### src/rtl/serial_adder.sv
// Digit-serial adder/subtractor: processes DIGIT bits per cycle, LSB first,
// producing a WIDTH-bit result with unsigned carry-out and signed overflow.
module serial_adder #(
   parameter int WIDTH = 8,
   parameter int DIGIT = 1
) (
   input  logic             clk,
   input  logic             rst_n,
   input  logic             start,
   input  logic             sub,
   input  logic [WIDTH-1:0] a,
   input  logic [WIDTH-1:0] b,
   output logic             busy,
   output logic             done,
   output logic [WIDTH-1:0] sum,
   output logic             cout,
   output logic             ovf
);

   localparam int N  = WIDTH / DIGIT;
   localparam int CW = $clog2(N + 1);
   localparam int DW = DIGIT + 1;

   typedef enum logic [1:0] {IDLE, RUN, DONE} state_t;

   state_t            state, state_nxt;
   logic [WIDTH-1:0]  op_a, op_b;
   logic              carry;
   logic [CW-1:0]     cnt;
   logic [WIDTH-1:0]  sum_q;
   logic              cout_q, ovf_q;
   logic              accept, last;
   logic [DIGIT:0]    dsum;
   logic [WIDTH-1:0]  sum_nxt;
   logic              ovf_nxt;

   assign accept = start && (state != RUN);
   assign last   = (cnt == CW'(N - 1));

   // NOTE: sequential state uses non-blocking assignments so every register
   // samples pre-edge values regardless of process evaluation order.
   always_ff @(posedge clk or negedge rst_n) begin
      if (!rst_n) state <= IDLE;
      else        state <= state_nxt;
   end

   // NOTE: default assignment first so no path through the case leaves
   // state_nxt unassigned and infers a latch.
   always_comb begin
      state_nxt = state;
      case (state)
         IDLE:    if (start) state_nxt = RUN;
         RUN:     if (last)  state_nxt = DONE;
         DONE:    state_nxt = start ? RUN : IDLE;
         default: state_nxt = IDLE;
      endcase
   end

   always_comb begin
      busy = (state == RUN);
      done = (state == DONE);
   end

   // One digit of the ripple: low DIGIT bits of each operand plus the carry.
   always_comb begin
      dsum    = {1'b0, op_a[DIGIT-1:0]} + {1'b0, op_b[DIGIT-1:0]} + DW'(carry);
      sum_nxt = WIDTH'({dsum[DIGIT-1:0], sum_q} >> DIGIT);
      // Carry into the MSB is recovered as a ^ b ^ sum at that bit position.
      ovf_nxt = op_a[DIGIT-1] ^ op_b[DIGIT-1] ^ dsum[DIGIT-1] ^ dsum[DIGIT];
   end

   // NOTE: datapath registers are reset alongside the FSM so outputs read 0
   // during reset and no X can propagate into the first result.
   always_ff @(posedge clk or negedge rst_n) begin
      if (!rst_n) begin
         op_a   <= '0;
         op_b   <= '0;
         carry  <= 1'b0;
         cnt    <= '0;
         sum_q  <= '0;
         cout_q <= 1'b0;
         ovf_q  <= 1'b0;
      end else if (accept) begin
         op_a  <= a;
         op_b  <= b ^ {WIDTH{sub}};
         carry <= sub;
         cnt   <= '0;
      end else if (state == RUN) begin
         op_a  <= op_a >> DIGIT;
         op_b  <= op_b >> DIGIT;
         carry <= dsum[DIGIT];
         sum_q <= sum_nxt;
         cnt   <= cnt + CW'(1);
         if (last) begin
            cout_q <= dsum[DIGIT];
            ovf_q  <= ovf_nxt;
         end
      end
   end

   assign sum  = sum_q;
   assign cout = cout_q;
   assign ovf  = ovf_q;

endmodule
### config.mk
export PLATFORM = sky130hd
export DESIGN_NAME = serial_adder
export DESIGN_NICKNAME = d
export VERILOG_FILES = /design/src/rtl/serial_adder.sv
export SDC_FILE = /design/constraint.sdc
export NUM_CORES = 1
export LEC_CHECK = 0
export ABC_AREA = 1
export CAP_MARGIN = 20
export CELL_PAD_IN_SITES_DETAIL_PLACEMENT = 0
export CELL_PAD_IN_SITES_GLOBAL_PLACEMENT = 2
export CORE_AREA = 2 2 71 73
export CTS_CLUSTER_SIZE = 25
export DETAILED_ROUTE_END_ITERATION = 10
export DIE_AREA = 0 0 73 75
export DONT_BUFFER_PORTS = 1
export PLACE_DENSITY = 0.8
export SLEW_MARGIN = 5
export SYNTH_ARGS = -nofsm -noshare
export SYNTH_HDL_FRONTEND = slang
export SYNTH_SLANG_ARGS = --single-unit
### constraint.sdc
create_clock -name clk -period 1.8 [get_ports clk]
set_input_delay 0.36 -clock clk [delete_from_list [all_inputs] [get_ports clk]]
set_output_delay 0.36 -clock clk [all_outputs]
set_load 0.05 [all_outputs]
==> impl_results.md, run 1 <==
- Vias: 1,159
- RSZ-0062 raised after global routing: no
- Outcome: finished, final reports clean
- Clk_skew: 0.006820 ns
- Final setup viols: 0
- Synthesized area: between 1500 and 2000 µm²
- Syn Area/Cell: 8.545 µm²
- Vias per cell: 4.692
- R2r worst-path depth: 7
- Switching Fraction: 0.4702
- Distinct cell type count of the synthesized netlist: 21
- Die extent in x: 73 µm
- Worst hold stages: 2
- Iter 0 DRT Violations: 64
- Avg WL per Cell: 12.01 µm
- Final WL: around 3000 µm
- Clock Tree Root: clkbuf_8
- Gpl congestion: 0.7435
- Setup TNS: 0 ns
- Post-Place Setup Slack: around 0.36 ns
- HPWL Detailed: 2125 µm
- Clock-pin slew on the worst setup and hold paths: 0.07 ns
- H-Tree Depth: 2
- Critical Path RT: 1.44 ns
- GRT Residual Overflow: 0
- # diodes: 0
- Clock share of power: 0.168
- Global-route wire length before repair: around 5500 µm
- Crit Reg-Reg Endpoint: ovf
- Seq/Total Area, Yosys: 0.5140
- Logic pwr share: 0.334
- Final Cycle Share: 0.8864
- Final instance count without filler cells: about 250
- Final worst slack: just over 0.2 ns
- Area contributors post-synth: dfrtp_1 (51%), nand2_1 (19%), nand3_1 (4.0%), o21ai_0 (4.0%), xor2_1 (3.8%)
- CTS tree: built
- VDD IR max: 0.0004918 V
- Starting Density: 0.3447
- Hold Startpoint: a[7]
- Reg2Reg Launch Point: op_a[0]
- Inst Count DP: 237
- Syn Nets: 210
- Setup Fix Bufs, Post-CTS: 0
- Area leader, netlist: dfrtp_1
- Die Area: 5475 µm²
- Final Hold Viols: 0
- Initial antenna violation count: 0
- First-pass DRT Iterations: 4
- Leakage: 0.8934 nW
- Max cap viols: 0
- Count of state elements after synthesis: 33
- Worst Path Max Fanout: 27
- CTS Sinks: 33
- Syn Inst Count: 188
- Nets: 214
- Yosys top cell area share: 0.5140
- Antenna Nets Post-Route: 0
- WS Path Type: flop to output pin
- Hold/Removal Path Class: primary input to flop
- Cell Pwr Density: 1816 nW/µm²
- Slew HR: 0.6555
- Clock Tree Buf Depth: 2
- CP startpoint kind: flop
- Reg2reg setup slack: 0.35 ns
- Final Max Slew Viols: 0
- CP Data Arrival Time: 1.24 ns
- Worst Setup End Kind: output pin
- Placement Rows: 25
- Reg power frac: 0.499
- Syn. warnings: 0
- Layout cells sized above 1: 0.09326
- Max Fclk: 0.6268 GHz
- Internal: 1.671 mW
- Layout area overhead: 8.100%
- # port buffers: 0
- Worst skew pair latency: 0.28 ns
- P_sw: between 1 and 1.5 mW
- Tmin final: 1.595 ns
- Vias in the first global route: 1,233
- CTS-repair resized insts: 0
- Core Footprint: 4661 µm²
- Die Height: ~75 µm
- Slew @ Worst Pin: just over 0.5 ns
- Worst hold endpoint: op_a[7]
- TritonCTS Buffers: 5
- Largest net degree at the start of global routing: 34
- Ports: 32
- All-layer global routing usage: 0.1306
- Most frequent cells in the layout: nand2_1 (82), dfrtp_1 (33), inv_1 (15)
- DR DRC count: 0
- Commonest non-fill, non-tap cell in the layout: nand2_1
worst max-delay path: stages, from the launching register on:
cell and delay (ns):
dfrtp_1 0.36, inv_1 0.10, nand2_4 0.14, inv_4 0.36
metrics by stage:
stage / util / total power [mW] / hold WS [ns] / area, µm²
2_1_floorplan: - / 2.488 / 0.06441 / 1607
4_1_cts: 0.3726 / 3.220 / 0.1937 / 1737
6_report: 0.3726 / 3.153 / 0.2022 / 1737
5_1_grt: 0.3726 / 3.479 / 0.1892 / 1737
3_5_place_dp: 0.3485 / 2.649 / 0.06523 / 1624
3_3_place_gp: 0.3485 / 2.601 / 0.06542 / 1624
final cells by class:
cell class | count | area [µm²]
Tap cell | 54 | 67.56
Sequential cell | 33 | 825.8
Inverter | 17 | 68.82
Fill cell | 496 | 2924
Clock inverter | 2 | 10.01
Multi-Input combinational cell | 132 | 654.4
Clock buffer | 6 | 72.57
Timing Repair Buffer | 3 | 37.54
power by group through the flow:
stage / sequential, mW / clock [mW] / combinational, mW
after floorplan: 1.54 / 0 / 0.949
after global placement: 1.58 / 0 / 1.02
after detailed placement: 1.59 / 0 / 1.06
after CTS: 1.58 / 0.556 / 1.08
after global routing: 1.62 / 0.596 / 1.26
final: 1.57 / 0.528 / 1.05
state kept, by name (all words and copies together), names as in the netlist:
| register | count |
|---|---|
| state | 2 |
| cout | 1 |
| cnt | 4 |
| ovf | 1 |
| sum | 8 |
| op_b | 8 |
| carry | 1 |
| op_a | 8 |
synth_stat cells:
library cell / instances
nand2_1: 82
buf_2: 1
buf_6: 2
fa_1: 1
nand3_2: 4
ha_1: 1
a21oi_1: 1
o21ai_0: 13
nand3_1: 13
dfrtp_1: 33
nor2_8: 1
nor2_1: 4
buf_8: 1
xnor2_1: 1
inv_4: 2
buf_4: 2
nor3_1: 1
nand2_4: 2
o22ai_1: 1
inv_1: 15
xor2_1: 7
metal layers:
| layer | track usage | up-vias | wire length, µm |
|---|---|---|---|
| met5 | 0 | - | 0 |
| met4 | 0.04321 | 0 | 12 |
| met3 | 0.05221 | 2 | 185 |
| met2 | 0.2082 | 31 | 1364 |
| met1 | 0.1624 | 535 | 1403 |
| li1 | - | 591 | - |
cells by family after synthesis:
logic type / after synthesis / share of synthesized area
compound gates: 15 / 0.04751
xor+xnor: 8 / 0.04362
fa+ha+maj: 2 / 0.02025
buf+inv: 23 / 0.07865
flops: 33 / 0.5140
simple gates: 107 / 0.2959
timing repair:
item	in CTS	in global routing
hold buffers	2	0
endpoints found under the setup margin	0	0
endpoints found under the hold margin	33	0
how the worst max path moves through the flow:
stage	start	to	slack [ns]	depth (start not counted)
global route	state[1]	busy	0.07	3
finish	state[1]	busy	0.20	3
floorplan	state[0]	done	0.37	1
global placement	op_a[0]	ovf	0.38	7
detailed placement	op_a[0]	ovf	0.36	7
CTS	state[1]	busy	0.17	3
Note: power is estimated with default switching activity, not from simulation.
==> inputs of run 2 (changes only) <==
Settings changed: SKIP_CTS_REPAIR_TIMING from default to 1.
==> impl_results.md, run 2 (synthesis results as in run 1) <==
- # diodes: 0
- HPWL Detailed: between 2000 and 2500 µm
- First-pass DRT Iterations: 4
- Critical Path RT: 1.44 ns
- Final worst slack: 0.2001 ns
- Die extent in x: 73 µm
- Die Height: 75 µm
- Reg power frac: 0.499
- Core Footprint: 4661 µm²
- Outcome: finished, final reports clean
- Final WL: roughly 3000 µm
- Largest net degree at the start of global routing: 34
- DR DRC count: 0
- Inst Count DP: 237
- # port buffers: 0
- Initial antenna violation count: 0
- Final instance count without filler cells: 247
- Final Max Slew Viols: 0
- WS Path Type: flop to output pin
- TritonCTS Buffers: 5
- Final Hold Viols: 0
- CP Data Arrival Time: 1.24 ns
- Global-route wire length before repair: 5457 µm
- Max cap viols: 0
- Most frequent cells in the layout: nand2_1 (82), dfrtp_1 (33), inv_1 (15)
- Clock share of power: 0.167
- Design area: between 1500 and 2000 µm²
- Cell Pwr Density: 1816 nW/µm²
- Layout area overhead: 8.100%
- Logic pwr share: 0.334
- Slew @ Worst Pin: 0.5171 ns
- Util after Layout: 0.3726
- Commonest non-fill, non-tap cell in the layout: nand2_1
- Final Cycle Share: 0.8889
- CP startpoint kind: flop
- CTS tree: built
- Total power: 3.154 mW
- Layout cells sized above 1: 0.09326
- Worst Setup End Kind: output pin
- Post-Place Setup Slack: ~0.36 ns
- H-Tree Depth: 2
- Placed inst area: 1624 µm²
- Vias per cell: between 4 and 5
- Switching Fraction: 0.4702
- Nets: 214
- Setup TNS: 0 ns
- Hold/Removal Path Class: primary input to flop
- Vias in the first global route: 1,224
- Leakage: 0.8934 nW
- Avg WL per Cell: 12.14 µm
- Worst Path Max Fanout: 27
- Slew HR: 0.6553
- Antenna Nets Post-Route: 0
- Die Area: around 5500 µm²
- Clock Tree Buf Depth: 2
- GRT Residual Overflow: 0
- VDD IR max: 0.0004913 V
- Max Fclk: 0.6250 GHz
- Min Hold Slack: ~0.20 ns
- Iter 0 DRT Violations: 56
- Worst skew pair latency: 0.28 ns
- Final setup viols: 0
- Placement Rows: 25
- RSZ-0062 raised after global routing: no
- Ports: 32
- Internal: 1.671 mW
- All-layer global routing usage: 0.1306
- Vias: about 1.2k
- Clock Tree Root: clkbuf_8
- Clock-pin slew on the worst setup and hold paths: 0.07 ns
- P_sw: around 1.5 mW
- CTS Sinks: 33
- Tmin final: approximately 1.6 ns
- Gpl congestion: 0.7435
- Clk_skew: 0.005745 ns
- Starting Density: 0.3447
==> run 2: per-layer routing <==
layer  vias up  global-route usage  share of wire
met4         0             0.04321         0.0040
li1        591                   -              -
met5         -                   0              0
met2        34              0.2072           0.47
met1       537              0.1633           0.46
met3         2             0.05221          0.065
==> run 2: power by group through the flow <==
stage	clock (mW)	combinational [mW]	sequential, mW
after floorplan	0	0.949	1.54
after global placement	0	1.02	1.58
after detailed placement	0	1.06	1.59
after CTS	0.556	1.06	1.58
after global routing	0.596	1.26	1.62
final	0.528	1.05	1.57
==> run 2: worst paths after layout <==
| check | startpoint | endpoint | slack, ns | cells past startpoint |
|---|---|---|---|---|
| worst max-delay path | state[1] | busy | 0.20 | 3 |
| worst min-delay path | a[7] | op_a[7] | 0.20 | 2 |
| worst max register to register | op_a[0] | ovf | 0.35 | 7 |
| worst min register to register | op_a[7] | op_a[7] | 0.47 | 2 |
| max in group asynchronous | rst_n | op_b[7] | 1.09 | 2 |
| min in group asynchronous | rst_n | sum[0] | 0.53 | 2 |
==> run 2: final cells by class <==
type / count / area, µm²
clock buffer: 6 / 72.57
tap: 54 / 67.56
multi-input combinational: 132 / 654.4
inverter: 17 / 68.82
timing repair buffer: 3 / 37.54
clock inverter: 2 / 10.01
fill: 500 / 2924
sequential: 33 / 825.8
==> run 2: worst max-delay path: stages (launching register included) <==
cell and delay, ns:
dfrtp_1 0.36, inv_1 0.10, nand2_4 0.14, inv_4 0.36
==> variant 1 (config.mk and constraints of run 2) <==
Make the reset (`rst_n`) synchronous in 2 clocked blocks.
--- a/src/rtl/serial_adder.sv
+++ b/src/rtl/serial_adder.sv
@@ -39,7 +39,7 @@
 
    // NOTE: sequential state uses non-blocking assignments so every register
    // samples pre-edge values regardless of process evaluation order.
-   always_ff @(posedge clk or negedge rst_n) begin
+   always_ff @(posedge clk) begin
       if (!rst_n) state <= IDLE;
       else        state <= state_nxt;
    end
@@ -71,7 +71,7 @@
 
    // NOTE: datapath registers are reset alongside the FSM so outputs read 0
    // during reset and no X can propagate into the first result.
-   always_ff @(posedge clk or negedge rst_n) begin
+   always_ff @(posedge clk) begin
       if (!rst_n) begin
          op_a   <= '0;
          op_b   <= '0;
Behaviour: differs if rst_n is asserted again (counterexample within 4 cycles, from zero or initial values and one cycle with rst_n low); with rst_n held inactive, the same outputs for 10 cycles.
==> variant 1 against run 2 <==
Count of clock-buffer cells in the layout rose by 1. Sequential share of layout area fell by 8.9 points. Setup slack improved by 0.12 ns. Routed wire length rose by 9.0%. Final area fell by 1.5%. Synthesized area fell by 0.16%. Critical path depth did not move. Hold slack got worse by 0.019 ns. Sequential cell count did not move. Clock skew fell by 0.0017 ns. Global-route usage rose by 0.52 points.
Power is not compared: it rests on default switching activity, and its combinational part moved more than twofold at a synthesized area within 25%.
==> variant 1: results (changes against run 2) <==
| Metric | Value |
|---|---|
| Result of the run | `complete, no violations` |
| VDD IR-drop max | `0.000419 V` |
| Count of cell types in the netlist | `19 (-9.5%)` |
| Placer Congestion | `0.687 (-7.6%)` |
| Largest net degree at the start of global routing | `24 (-29%)` |
| WL/cell | `11.3 um (-6.9%)` |
| Inserted Diodes | `0 (unchanged)` |
| Worst r2r path cells | `8 (+1)` |
| Synthesized net count | `257 (+22%)` |
| Total clock buffers created by CTS | `5 (unchanged)` |
| Total global routing track utilization | `0.136 (+0.00518)` |
| Hold WC Path Type | `in2reg` |
| Starting DRC count in detailed routing | `39 (-30%)` |
| DP Wirelength | `2230 um (+4.8%)` |
| Clock root buffer | `sky130_fd_sc_hd__clkbuf_8` |
| Ranking of synthesized cells by instance count | `62 x sky130_fd_sc_hd__nand2_1, 44 x sky130_fd_sc_hd__nor2_1, 35 x sky130_fd_sc_hd__nand3_1` |
| Wire length of the first global-routing pass | `5630 um (+3.2%)` |
| Fraction of registers with async set or reset after synthesis | `0 (-1.00)` |
| Ratio of cells with drive above 1 in the final layout | `0.0638 (-0.0294)` |
| Worst flop-to-flop path endpoint | `ovf` |
| Crit Path Max Fanout | `7 (-74%)` |
| Cells taking the most area after synthesis | `sky130_fd_sc_hd__dfxtp_1 41%, sky130_fd_sc_hd__nand2_1 15%, sky130_fd_sc_hd__nand3_1 11%` |
| Filler instances | `522 (+4.4%)` |
| Endpoint arrival time on the critical path | `1.12 ns (-0.12 ns)` |
| Portion of the post-synthesis area used by sequential elements | `0.412 (-0.102)` |
| Reg2reg setup slack | `0.39 ns (+0.04 ns)` |
| Clock skew | `0.00404 ns (-0.00170 ns)` |
| Vias | `1370 (+18%)` |
| Worst Min Path Start | `rst_n` |
| Tightest Pin Transition | `0.539 ns (+0.0216 ns)` |
| Worst hold path stage count | `2 (unchanged)` |
| Via count of the first global-routing pass | `1334 (+9.0%)` |
| Port Buffer Count | `0 (unchanged)` |
| Worst-case clock buffer depth | `2 (unchanged)` |
| Hold path endpoint | `op_a[2]` |
| Minimum hold slack | `0.184 ns (-0.0187 ns)` |
| Launching point of the worst reg2reg path | `op_a[0]` |
| Clock slew seen by the registers of the worst setup and hold paths | `about 0.060 ns` |
[variant 1: cell types whose count changed after synthesis, sizes merged]
cell | before | now
nor2 | 5 | 45
dfrtp | 33 | 0
dfxtp | 0 | 33
nand2 | 84 | 64
nand3 | 17 | 35
xnor2 | 1 | 7
buf | 6 | 11
xor2 | 7 | 2
a21oi | 1 | 5
inv | 17 | 20
o21ai | 13 | 10
clkbuf | 0 | 1
nor3 | 1 | 0
o22ai | 1 | 0
[variant 1: worst max-delay path by stage]
stage,startpoint,end,slack [ns]
floorplan,state[1],done,0.37
global placement,op_a[0],ovf,0.41
detailed placement,op_a[0],ovf,0.39
CTS,state[0],busy,0.29
global route,state[0],busy,0.23
finish,state[0],busy,0.32
[variant 1: critical path: stages (launching register included)]
cell	delay [ns]
sky130_fd_sc_hd__dfxtp_1	0.37
sky130_fd_sc_hd__inv_2	0.07
sky130_fd_sc_hd__nor2_4	0.14
sky130_fd_sc_hd__buf_4	0.26
[variant 1: power by group through the flow]
stage,sequential (mW),clock (mW),combinational (mW)
after global routing,0.866,0.605,0.252
after CTS,0.860,0.575,0.219
after detailed placement,0.877,0,0.218
final,0.860,0.549,0.214
after global placement,0.877,0,0.218
after floorplan,0.871,0,0.204
[variant 1: through the flow]
stage	util	instances	area (um^2)
floorplan	-	235	1600
global placement	0.348	282	1620
detailed placement	0.348	282	1620
CTS	0.367	289	1710
global route	0.367	289	1710
finish	0.367	289	1710
[variant 1: cell families (layout without fill, tap and decap cells)]
family	Yosys count	count (layout)	synth area share
compound gates	15	15	0.0468
xor+xnor	9	9	0.0491
fa+ha+maj	2	2	0.0203
buf+inv	32	32	0.0998
flops	33	33	0.412
simple gates	144	144	0.372
[variant 1: final cells by class]
cell class,instances,area [um^2],area share
Sequential cell,33,661,0.386
Timing Repair Buffer,5,37.5,0.0219
Multi-Input combinational cell,170,783,0.458
Clock buffer,7,86.3,0.0505
Inverter,20,75.1,0.0439
Tap cell,54,67.6,0.0395
[variant 1: metal layers]
metal	track usage	vias to the layer above	wire [um]
met5	0	-	0
met4	0.0617	0	57
met3	0.0402	7	152
met2	0.236	34	1460
met1	0.154	602	1600
li1	-	727	-
==> variant 2 (config.mk and constraints of run 2) <==
Made on the original files. The parameter `WIDTH` goes from 8 to 4.
--- a/src/rtl/serial_adder.sv
+++ b/src/rtl/serial_adder.sv
@@ -1,7 +1,7 @@
 // Digit-serial adder/subtractor: processes DIGIT bits per cycle, LSB first,
 // producing a WIDTH-bit result with unsigned carry-out and signed overflow.
 module serial_adder #(
-   parameter int WIDTH = 8,
+   parameter int WIDTH = 4,
    parameter int DIGIT = 1
 ) (
    input  logic             clk,
Interface: changed (resized a, b and sum); port bits go from 32 to 20. The function was not compared with the original's and may differ.
==> variant 2 against run 2 <==
Synthesized area fell by 35%. Die area is the same. Power is 24% lower. Sequential cell count is 13 lower. Sequential share of layout area shrank 5.2 points. Non-clock buffer count stayed put. Register-to-register slack about the same. Setup slack gained 0.095 ns. Routed wire length fell by 39%. Final area is 32% lower. Synthesized cell count decreased by 39%. Hold slack better by 0.026 ns. Largest power group unchanged.
==> variant 2: results (changes against run 2) <==
| Metric | Value |
|---|---|
| Minimum hold slack | `0.228 ns (+0.0260 ns)` |
| Synthesized net count | `129 (-39%)` |
| Result of the run | `complete, no violations` |
| Total clock buffers created by CTS | `3 (-2)` |
| Ranking of synthesized cells by instance count | `42 x sky130_fd_sc_hd__nand2_1, 20 x sky130_fd_sc_hd__dfrtp_1, 8 x sky130_fd_sc_hd__inv_1` |
| Cell Count Post-Placement | `168 (-29%)` |
| Tightest Pin Transition | `0.896 ns (+0.379 ns)` |
| Ratio of cells with drive above 1 in the final layout | `0.235 (+0.142)` |
| Starting DRC count in detailed routing | `24 (-57%)` |
| Vias | `706 (-39%)` |
| Worst Min Path Start | `a[3]` |
| Largest net degree at the start of global routing | `21 (-38%)` |
| VDD IR-drop max | `0.000560 V (+14%)` |
| Wire length of the first global-routing pass | `3190 um (-41%)` |
| Leak Pwr | `0.614 nW (-31%)` |
| Endpoint arrival time on the critical path | `1.14 ns (-0.10 ns)` |
| Detailed-route wire length | `1830 um (-39%)` |
| Total global routing track utilization | `0.0747 (-0.0559)` |
| Placer Congestion | `0.716 (-3.8%)` |
| Portion of the post-synthesis area used by sequential elements | `0.480 (-0.0338)` |
| Filler instances | `493 (-1.4%)` |
| Maximum level of the CTS H-tree | `1 (-1)` |
| Number of nets in the finished design | `135 (-37%)` |
| Cells taking the most area after synthesis | `sky130_fd_sc_hd__dfrtp_1 48%, sky130_fd_sc_hd__nand2_1 15%, sky130_fd_sc_hd__nand3_2 5.8%` |
| Largest stage delay on the critical path | `0.45 ns (+0.09 ns)` |
| DP Wirelength | `1410 um (-34%)` |
| Via count of the first global-routing pass | `690 (-44%)` |
| Routed via count divided by cell count | `4.08 (-13%)` |
| Clock skew | `0.00746 ns (+0.00171 ns)` |
| Clock latency on the worst-skew pair | `0.26 ns (-0.02 ns)` |
| Hold path endpoint | `op_a[3]` |
## variant 2: layout make-up
| cell class | count | share of cell area |
|---|---|---|
| Sequential cell | 20 | 0.423 |
| Inverter | 12 | 0.0392 |
| Clock inverter | 1 | 0.0254 |
| Timing Repair Buffer | 3 | 0.0212 |
| Tap cell | 54 | 0.0571 |
| Clock buffer | 3 | 0.0349 |
| Multi-Input combinational cell | 80 | 0.399 |
## variant 2: per-layer routing
metal,track usage,routed length [um],vias to the layer above
met5,0,0,-
met4,0.0185,10,0
met3,0.0295,153,2
met2,0.110,795,20
met1,0.103,873,325
li1,-,-,359
## variant 2: worst max-delay path, delay by kind of cell (launching register included)
kind          cells  cell delay (ns)
flops             1             0.45
simple gates      1             0.35
buf+inv           1             0.09
## variant 2: through the flow
step	setup WS [ns]	total power, mW	utilization	instance area (um^2)
final	0.295	2.40	0.254	1180
after CTS	0.280	2.41	0.252	1170
after detailed placement	0.369	1.96	0.236	1100
after floorplan	0.281	1.82	-	1040
after global routing	0.194	2.60	0.254	1180
after global placement	0.384	1.93	0.236	1100
## variant 2: cells by family after synthesis
kind of cell,after synthesis,synth area share
and+or+nand+nor,65,0.333
DFF,20,0.480
buffers and inverters,14,0.0672
xor gates and xnor gates,4,0.0336
adders and majority gates,3,0.0432
AOI/OAI and AO/OA,8,0.0432
## variant 2: how the worst max path moves through the flow
stage | startpoint | endpoint | slack [ns] | cells past startpoint
floorplan | state[1] | done | 0.28 | 2
global placement | op_b[0] | ovf | 0.38 | 7
detailed placement | op_a[0] | ovf | 0.37 | 7
CTS | state[0] | busy | 0.28 | 2
global route | op_a[0] | ovf | 0.19 | 7
finish | state[0] | busy | 0.30 | 2
## variant 2: report_power, final
| group | internal [mW] | switching, mW |
|---|---|---|
| clock network | 0.296 | 0.149 |
| registers | 0.639 | 0.381 |
| logic | 0.339 | 0.591 |
| total | 1.27 | 1.12 |
